### src/rtl/stepper_seq_if.sv
// Command channel of the stepper sequencer: valid/ready handshake plus the move
// parameters (direction, drive mode, step count, step period).
interface stepper_seq_if #(
  parameter int DIV_W = 21,
  parameter int CNT_W = 16
) ();
  logic             cmd_valid;
  logic             cmd_ready;
  logic             cmd_dir;
  logic [1:0]       cmd_mode;
  logic [CNT_W-1:0] cmd_steps;
  logic [DIV_W-1:0] cmd_period;

  modport master (
    output cmd_valid, cmd_dir, cmd_mode, cmd_steps, cmd_period,
    input  cmd_ready
  );

  modport slave (
    input  cmd_valid, cmd_dir, cmd_mode, cmd_steps, cmd_period,
    output cmd_ready
  );
endinterface

### src/rtl/stepper_seq.sv
// Stepper-motor sequencer: executes wave / full two-phase / half-step moves on
// four active-low coils, tracks position. Optional macro: STEPPER_RELEASE_EN.
module stepper_seq #(
  parameter int DIV_W = 21,
  parameter int CNT_W = 16,
  parameter int POS_W = 16
) (
  input  logic             clk,
  input  logic             rst,
  stepper_seq_if.slave     cmd_if,
  input  logic             abort,
  output logic             busy,
  output logic             done,
  output logic [3:0]       out,
  output logic [POS_W-1:0] position
);

`ifdef STEPPER_RELEASE_EN
  localparam bit       RELEASE   = 1'b1;
  localparam bit [3:0] RESET_OUT = 4'b1111;
`else
  localparam bit       RELEASE   = 1'b0;
  localparam bit [3:0] RESET_OUT = 4'b0111;
`endif

  typedef enum logic {IDLE, RUN} state_t;

  state_t           state_reg, state_next;
  logic [2:0]       idx_reg, idx_next;
  logic [3:0]       out_reg, out_next;
  logic [POS_W-1:0] position_reg, position_next;
  logic [DIV_W-1:0] timer_reg, timer_next;
  logic [DIV_W-1:0] period_reg, period_next;
  logic [CNT_W-1:0] remaining_reg, remaining_next;
  logic             dir_reg, dir_next;
  logic             half_reg, half_next;
  logic             done_reg, done_next;

  logic             accept;
  logic [2:0]       idx_aligned;
  logic [2:0]       idx_stepped;
  logic [2:0]       idx_mag;
  logic [POS_W-1:0] pos_mag;

  function automatic logic [3:0] phase(input logic [2:0] i);
    case (i)
      3'd0:    phase = 4'b0111;
      3'd1:    phase = 4'b0011;
      3'd2:    phase = 4'b1011;
      3'd3:    phase = 4'b1001;
      3'd4:    phase = 4'b1101;
      3'd5:    phase = 4'b1100;
      3'd6:    phase = 4'b1110;
      default: phase = 4'b0110;
    endcase
  endfunction

  assign cmd_if.cmd_ready = (state_reg == IDLE) && !rst;
  assign accept           = cmd_if.cmd_valid && (state_reg == IDLE);

  // Wave (and the unused mode 3) sits on even indices, full two-phase on odd.
  always_comb begin
    case (cmd_if.cmd_mode)
      2'd1:    idx_aligned = {idx_reg[2:1], 1'b1};
      2'd2:    idx_aligned = idx_reg;
      default: idx_aligned = {idx_reg[2:1], 1'b0};
    endcase
  end

  assign idx_mag     = half_reg ? 3'd1 : 3'd2;
  assign pos_mag     = half_reg ? POS_W'(1) : POS_W'(2);
  assign idx_stepped = dir_reg ? idx_reg + idx_mag : idx_reg - idx_mag;

  always_comb begin
    state_next     = state_reg;
    idx_next       = idx_reg;
    out_next       = out_reg;
    position_next  = position_reg;
    timer_next     = timer_reg;
    period_next    = period_reg;
    remaining_next = remaining_reg;
    dir_next       = dir_reg;
    half_next      = half_reg;
    done_next      = 1'b0;
    case (state_reg)
      IDLE: begin
        if (accept) begin
          dir_next       = cmd_if.cmd_dir;
          half_next      = (cmd_if.cmd_mode == 2'd2);
          period_next    = cmd_if.cmd_period;
          remaining_next = cmd_if.cmd_steps;
          timer_next     = '0;
          idx_next       = idx_aligned;
          out_next       = phase(idx_aligned);
          if (cmd_if.cmd_steps == '0) begin
            done_next = 1'b1;
            if (RELEASE) out_next = 4'b1111;
          end else begin
            state_next = RUN;
          end
        end
      end
      default: begin
        // Abort wins over a coinciding tick so position always matches the coils.
        if (abort) begin
          state_next = IDLE;
          if (RELEASE) out_next = 4'b1111;
        end else if (timer_reg == period_reg) begin
          timer_next     = '0;
          idx_next       = idx_stepped;
          out_next       = phase(idx_stepped);
          remaining_next = remaining_reg - CNT_W'(1);
          position_next  = dir_reg ? position_reg + pos_mag : position_reg - pos_mag;
          if (remaining_reg == CNT_W'(1)) begin
            state_next = IDLE;
            done_next  = 1'b1;
            if (RELEASE) out_next = 4'b1111;
          end
        end else begin
          timer_next = timer_reg + DIV_W'(1);
        end
      end
    endcase
  end

  always_ff @(posedge clk) begin
    if (rst) begin
      state_reg     <= IDLE;
      idx_reg       <= '0;
      out_reg       <= RESET_OUT;
      position_reg  <= '0;
      timer_reg     <= '0;
      period_reg    <= '0;
      remaining_reg <= '0;
      dir_reg       <= 1'b0;
      half_reg      <= 1'b0;
      done_reg      <= 1'b0;
    end else begin
      state_reg     <= state_next;
      idx_reg       <= idx_next;
      out_reg       <= out_next;
      position_reg  <= position_next;
      timer_reg     <= timer_next;
      period_reg    <= period_next;
      remaining_reg <= remaining_next;
      dir_reg       <= dir_next;
      half_reg      <= half_next;
      done_reg      <= done_next;
    end
  end

  assign busy     = (state_reg == RUN);
  assign done     = done_reg;
  assign out      = out_reg;
  assign position = position_reg;

endmodule

### src/flat_wrapper.sv
// flat-port wrapper written by rule: the top's interface ports become plain ports
module stepper_seq_flat 
#(
  parameter int DIV_W = 21,
  parameter int CNT_W = 16,
  parameter int POS_W = 16
)
  (clk, rst, abort, busy, done, out, position, cmd_if_cmd_valid, cmd_if_cmd_dir, cmd_if_cmd_mode, cmd_if_cmd_steps, cmd_if_cmd_period, cmd_if_cmd_ready);
  stepper_seq_if #(.DIV_W(DIV_W), .CNT_W(CNT_W)) cmd_if_i ();
  input  logic clk;
  input  logic rst;
  input  logic abort;
  output logic busy;
  output logic done;
  output logic [3:0] out;
  output logic [POS_W-1:0] position;
  input wire logic [$bits(cmd_if_i.cmd_valid)-1:0] cmd_if_cmd_valid;
  input wire logic [$bits(cmd_if_i.cmd_dir)-1:0] cmd_if_cmd_dir;
  input wire logic [$bits(cmd_if_i.cmd_mode)-1:0] cmd_if_cmd_mode;
  input wire logic [$bits(cmd_if_i.cmd_steps)-1:0] cmd_if_cmd_steps;
  input wire logic [$bits(cmd_if_i.cmd_period)-1:0] cmd_if_cmd_period;
  output wire logic [$bits(cmd_if_i.cmd_ready)-1:0] cmd_if_cmd_ready;
  assign cmd_if_i.cmd_valid = cmd_if_cmd_valid;
  assign cmd_if_i.cmd_dir = cmd_if_cmd_dir;
  assign cmd_if_i.cmd_mode = cmd_if_cmd_mode;
  assign cmd_if_i.cmd_steps = cmd_if_cmd_steps;
  assign cmd_if_i.cmd_period = cmd_if_cmd_period;
  assign cmd_if_cmd_ready = cmd_if_i.cmd_ready;
  stepper_seq #(.DIV_W(DIV_W), .CNT_W(CNT_W), .POS_W(POS_W)) u_core (.clk(clk), .rst(rst), .cmd_if(cmd_if_i), .abort(abort), .busy(busy), .done(done), .out(out), .position(position));
endmodule
### config.mk
export PLATFORM = sky130hd
export DESIGN_NAME = stepper_seq_flat
export DESIGN_NICKNAME = d
export VERILOG_FILES = /design/src/rtl/stepper_seq_if.sv /design/src/rtl/stepper_seq.sv /design/src/flat_wrapper.sv
export SDC_FILE = /design/constraint.sdc
export NUM_CORES = 1
export LEC_CHECK = 0
export ABC_AREA = 1
export CAP_MARGIN = 0
export CORE_ASPECT_RATIO = 1.1
export CORE_MARGIN = 5
export CORE_UTILIZATION = 55
export DETAILED_ROUTE_END_ITERATION = 8
export MAX_ROUTING_LAYER = met4
export PLACE_DENSITY_LB_ADDON = 0.08
export SETUP_SLACK_MARGIN = 0.15
export SLEW_MARGIN = 30
export SYNTH_ARGS = -nofsm -noshare
export SYNTH_HDL_FRONTEND = slang
export SYNTH_SLANG_ARGS = --single-unit
### constraint.sdc
create_clock -name clk -period 2.4 [get_ports clk]
set_input_delay 0.48 -clock clk [delete_from_list [all_inputs] [get_ports clk]]
set_output_delay 0.48 -clock clk [all_outputs]
set_load 0.02 [all_outputs]
Word level (Yosys, flattened, before mapping)
Cells that the tools add are included.
{ "totals": {"mem_bits_ro": 0, "output_inout_bits": 23, "n_memories": 0, "regBits": 85, "latchBits": 0, "mem_bits_rw": 0, "in_bits": 44} }
{ "classes": {"eq_ne": 18, "n_div": 0, "muxes": 35, "shifts": 0, "n_bitwise": 2, "addsub": 6, "n_reduce_logical": 11, "n_lt_le_gt_ge": 0, "n_mul": 0} }
{ "op_table": {"columns": ["op", "count"], "rows": [
  ["$mux 21", 4],
  ["$mux 16", 5],
  ["$pmux 4 s7", 2],
  ["$add 21x1->21 const B", 1],
  ["$eq 21x21->1", 1],
  ["$eq 3x3->1 const B", 6],
  ["$add 16x16->16", 1],
  ["$eq 16x1->1 const B", 1],
  ["$logic_not 16->1", 1],
  ["$mux 4", 4],
  ["$sub 16x1->16 const B", 1],
  ["$sub 16x16->16", 1],
  ["$mux 3", 5],
  ["$eq 3x2->1 const B", 4],
  ["$mux 1", 12],
  ["$eq 3x1->1 const B", 2],
  ["$logic_not 3->1", 2],
  ["$reduce_and 3->1", 2],
  ["$mux 2", 2],
  ["$ne 2x2->1 const B", 2],
  ["$reduce_and 2->1", 2],
  ["$add 3x2->3", 1],
  ["$sub 3x2->3", 1],
  ["$eq 2x1->1 const B", 1],
  ["other kinds (6)", 8]
]} }

Depth between registers and ports, before layout
{ "logic_depth": {"ltp_word": 8, "ltp_mapped": 14, "mapped_depth_nobuf": 14} }

Worst setup path before layout
No wires, ideal clock.
{ "synth_path": {"kind": "flip-flop to flip-flop", "from": "register u_core.dir_reg", "to": "register u_core.position_reg[8], in the netlist u_core.position[8]", "path_stages_with_launch": 12, "slack_ns": 0.564, "arrival_ns": 1.720, "t_required_ns": 2.284, "period_less_slack_ns": 1.836, "n_path_buf": 0, "cell_sequence": "dfxtp_1 > inv_1 > ha_1 > a21oi_1 > nand2_1 > nand2_1 > nand2_1 > nand2_1 > nand2_1 > xor2_1 > nor2_1 > nor2_1"} }
{ "synth_via": {"elab_chain_len": 1} }
{ "synth_rtl": {"columns": ["element", "line", "source"], "rows": [
  ["start, declared", "stepper_seq.sv:35", "logic dir_reg, dir_next;"],
  ["start signal, assigned", "stepper_seq.sv:146", "dir_reg <= dir_next;"],
  ["$mux 16", "stepper_seq.sv:113", "position_next = dir_reg ? position_reg + pos_mag : position_reg - pos_mag;"],
  ["end signal, assigned", "stepper_seq.sv:142", "position_reg <= position_next;"],
  ["end, declared", "stepper_seq.sv:31", "logic [POS_W-1:0] position_reg, position_next;"]
]} }
No other way between the ends.
A chain may end at the register's enable or synchronous reset.

Worst setup path in the final report
{ "layout_path": {"from": "register u_core.dir_reg", "to": "register u_core.position_reg[11], in the netlist u_core.position[11]"} }
Same word-level chain as after synthesis.

==> impl_metrics.toml <==
[routing]
num_vias = 5406
route.detailed.drc = 0
drtIter0Drc = 316
post_drt_via_cell_ratio = 5.32
totalWireLength_um = 13700
routedWlPerCell_um = 13.5
drtAntennaViolNets = 0
dr.pass1.iters = 5

[timing]
min_period_over_period = 0.876
finalSetupViolCount = 0
timing.final.max_slew_violations = 0
slew_headroom = 0.669
fmax_ghz = 0.476
timing.final.crit_period_ns = 2.10
finalHoldViolations = 0
final.setup_skew_ns = 0.0117
finalSetupTns_ns = 0
setup_repair_after_global_routing_missed_its_margin = "yes"
worstMarginPinSlew_ns = 0.492

[floorplanning]
floorplan.core_area_um2 = 9400
floorplan.die.height_um = 113
placementRows = 37
design.die.area_um2 = 11700
top_level_ports = 67
initial_utilization = 0.565
die-width_um = 104

[layout]
antenna_cells_inserted = 0
area_growth_pct = 19.5
total_number_of_nets_in_the_final_design = 963
core_utilization_of_the_finished_layout = 0.675
layout-drive-gt1-share = 0.0678

[clocking]
clk_root_buffer_cell = "clkbuf_8"
tritoncts = "yes"
cts_buffer_depth = 2
cts_inserted_buffers = 9
cts_hold_repair.buffers = 0
cts_num_sinks = 85
clkSlewWorstSetupHoldPaths_ns = 0.08
htree_levels = 3
clock_insertion_delay_at_the_later_pin_of_the_skew_report_ns = 0.37

[yosys]
synthesis.instances = 829
complex_gate_fraction_of_the_synthesized_area = 0.119
postSynthNetCount = 896
post_synthesis_area_per_instance_um2 = 6.40
synth.largest_area_cell = "dfxtp_1"
post_synth_mux_area_share = 0
synth_cell_area_um2 = 5310
synthAdderAreaFrac = 0.0570
ys.warnings.count = 0
synth_sequential_area_ratio = 0.321
yosys.cell_types.count = 36
synth-xor-area-share = 0.0446
synth_top_family_by_area = "simple AND/OR/NAND/NOR gates"
ys_ff_latch = 85
synthSimpleGateAreaFrac = 0.365
synth.area.top_cells = "dfxtp_1, nand2_1, nor2_1, inv_1, o21ai_0"
synthDominantCellAreaShare = 0.321

[global_route]
grt_usage = 0.242
groute.layer.met3.usage = 0.0388
gr-usage-met1 = 0.298
antenna_found_initial = 0
grt.overflow.total = 0
grt_pass1_wl_um = 23500
busiest_layer = "met2"
globalRouteMet2Util = 0.404
vias_in_the_first_global_route = 5207
grt_start_max_net_pins = 45

[worst_setup_path]
cell_occurring_most_often_along_the_worst_timing_path = "nand2_1"
critical_path_arrival_ns = 2.36
worst-setup-path-type = "reg -> reg"
worst_setup_path_start_kind = "flop"
critical_path_maximum_fanout = 6
timing.critical_path.slowest_stage_cell = "dfxtp_2"
cpPeakStageDelay_ns = 0.39
family_with_the_most_delay_on_the_worst_path = "simple AND/OR/NAND/NOR gates"
cp_num_buf_inv = 2
crit_required_ns = 2.66
crit_path_end_kind = "flop"
timing.critical_path.cells = "clkinvlp_4 -> clkbuf_4 -> ha_1 -> nand2_1 -> nand2_1 -> a21oi_1 -> nand2_2 -> nand3_1 -> nand2_1 -> nand2_1 -> nand2_1 -> nor2_1 -> nor2_1"

[run]
drv.max_cap_violation_count = 0

[placed_design]
globalplace.congestion = 0.952
detailed_place_hpwl_um = 10100
numPortBuffers = 66

[power]
power_per_cell_area_nw_per_um2 = 527
total_leakage_power_uw = 0.00280
power.ir.vdd_worst_mv = 0.304
totalPowerFinal_uw = 3340

[outcome]
run_status = "completed"

[worst_hold_path]
hold_path.class = "reg -> reg"
==> cell usage after synthesis <==
library cell and n:
o21ai_1 1, nand2_1 221, a21o_1 1, nand3_4 1
nand2_2 1, o31ai_1 2, o21a_1 1, nand4_1 18
nor2_1 118, buf_2 5, or2_2 3, buf_4 2
o21ai_0 64, o21bai_1 1, buf_6 3, clkbuf_1 15
ha_1 21, fa_1 2, inv_2 7, buf_1 1
nor3_2 1, dfxtp_1 85, a31oi_1 3, nor4_1 6
nand3b_1 3, xor2_1 23, xnor2_1 4, inv_1 89
nor2_2 3, nor3_1 10, o22ai_1 1, nand2_4 2
a21oi_1 49, nor2_8 1, nand3_1 57, nor2_4 4
==> worst register-to-register path, stage by stage (launching register included) <==
cell and delay, ns:
dfxtp_2 0.39, clkinvlp_4 0.15, clkbuf_4 0.23, ha_1 0.36, nand2_1 0.09, nand2_1 0.08, a21oi_1 0.17, nand2_2 0.12
nand3_1 0.11, nand2_1 0.06, nand2_1 0.05, nand2_1 0.04, nor2_1 0.09, nor2_1 0.05
==> cells by family (layout without fill, tap and decap cells) <==
kind of cell | count (synthesis) | after routing
compound gates | 123 | 123
xor+xnor | 27 | 27
fa+ha+maj | 23 | 23
buf+inv | 122 | 193
flops | 85 | 85
simple gates | 449 | 449
==> per-stage QoR <==
step | instance area, um^2 | hold WS [ns] | cells | setup WS [ns]
after floorplan | 5310 | 0.444 | 829 | 0.564
after global placement | 6060 | 0.454 | 997 | 0.183
after detailed placement | 6060 | 0.460 | 997 | 0.204
after CTS | 6260 | 0.475 | 1012 | 0.186
after global routing | 6340 | 0.490 | 1017 | 0.128
final | 6340 | 0.468 | 1017 | 0.298
==> worst paths after layout <==
kind,depth (start not counted),startpoint,slack [ns],endpoint
min reg2reg,2,u_core.period_reg[19],0.47,u_core.period_reg[19]
max reg2reg,13,u_core.dir_reg,0.30,u_core.position[11]
max,13,u_core.dir_reg,0.30,u_core.position[11]
min,2,u_core.period_reg[19],0.47,u_core.period_reg[19]
==> layout by cell type (no fill, tap or decap), types with 3 or more instances in the layout <==
| cell type | count |
|---|---|
| nor2_1 | 118 |
| ha_1 | 19 |
| or2_2 | 3 |
| nand3b_1 | 3 |
| nor2_4 | 4 |
| nand2_1 | 220 |
| nor2_2 | 3 |
| xor2_1 | 23 |
| xnor2_1 | 4 |
| inv_1 | 88 |
| dfxtp_1 | 84 |
| a21oi_1 | 47 |
| a31oi_1 | 3 |
| buf_4 | 15 |
| nor4_1 | 6 |
| nor3_1 | 10 |
| nand4_1 | 18 |
| clkdlybuf4s50_1 | 65 |
| inv_2 | 7 |
| clkbuf_8 | 11 |
| nand3_1 | 57 |
| o21ai_0 | 64 |
==> area by class of cell <==
| type | count | area, um^2 |
|---|---|---|
| sequential | 85 | 1700 |
| tap | 117 | 146 |
| multi-input combinational | 622 | 3150 |
| clock inverter | 4 | 47.5 |
| timing repair buffer | 82 | 783 |
| fill | 864 | 3060 |
| inverter | 96 | 364 |
| clock buffer | 11 | 151 |
==> report_power, final <==
group	internal, uW	total [uW]	switching [uW]
combinational	294	762	468
clock	529	1050	519
sequential	1480	1530	54.2
total	2300	3340	1040
==> per-layer routing <==
metal	part of all wire	routed length, um	vias up
li1	-	-	2796
met1	0.45	6210	2450
met2	0.48	6590	136
met3	0.049	677	24
met4	0.017	238	0
met5	0	0	-
==> timing repair <==
| action | in CTS | in global routing |
|---|---|---|
| setup endpoints to repair | 0 | 10 |
| resized for setup | 0 | 8 |
| buffers inserted | 0 | 5 |
Note: power is estimated with default switching activity, not from simulation.
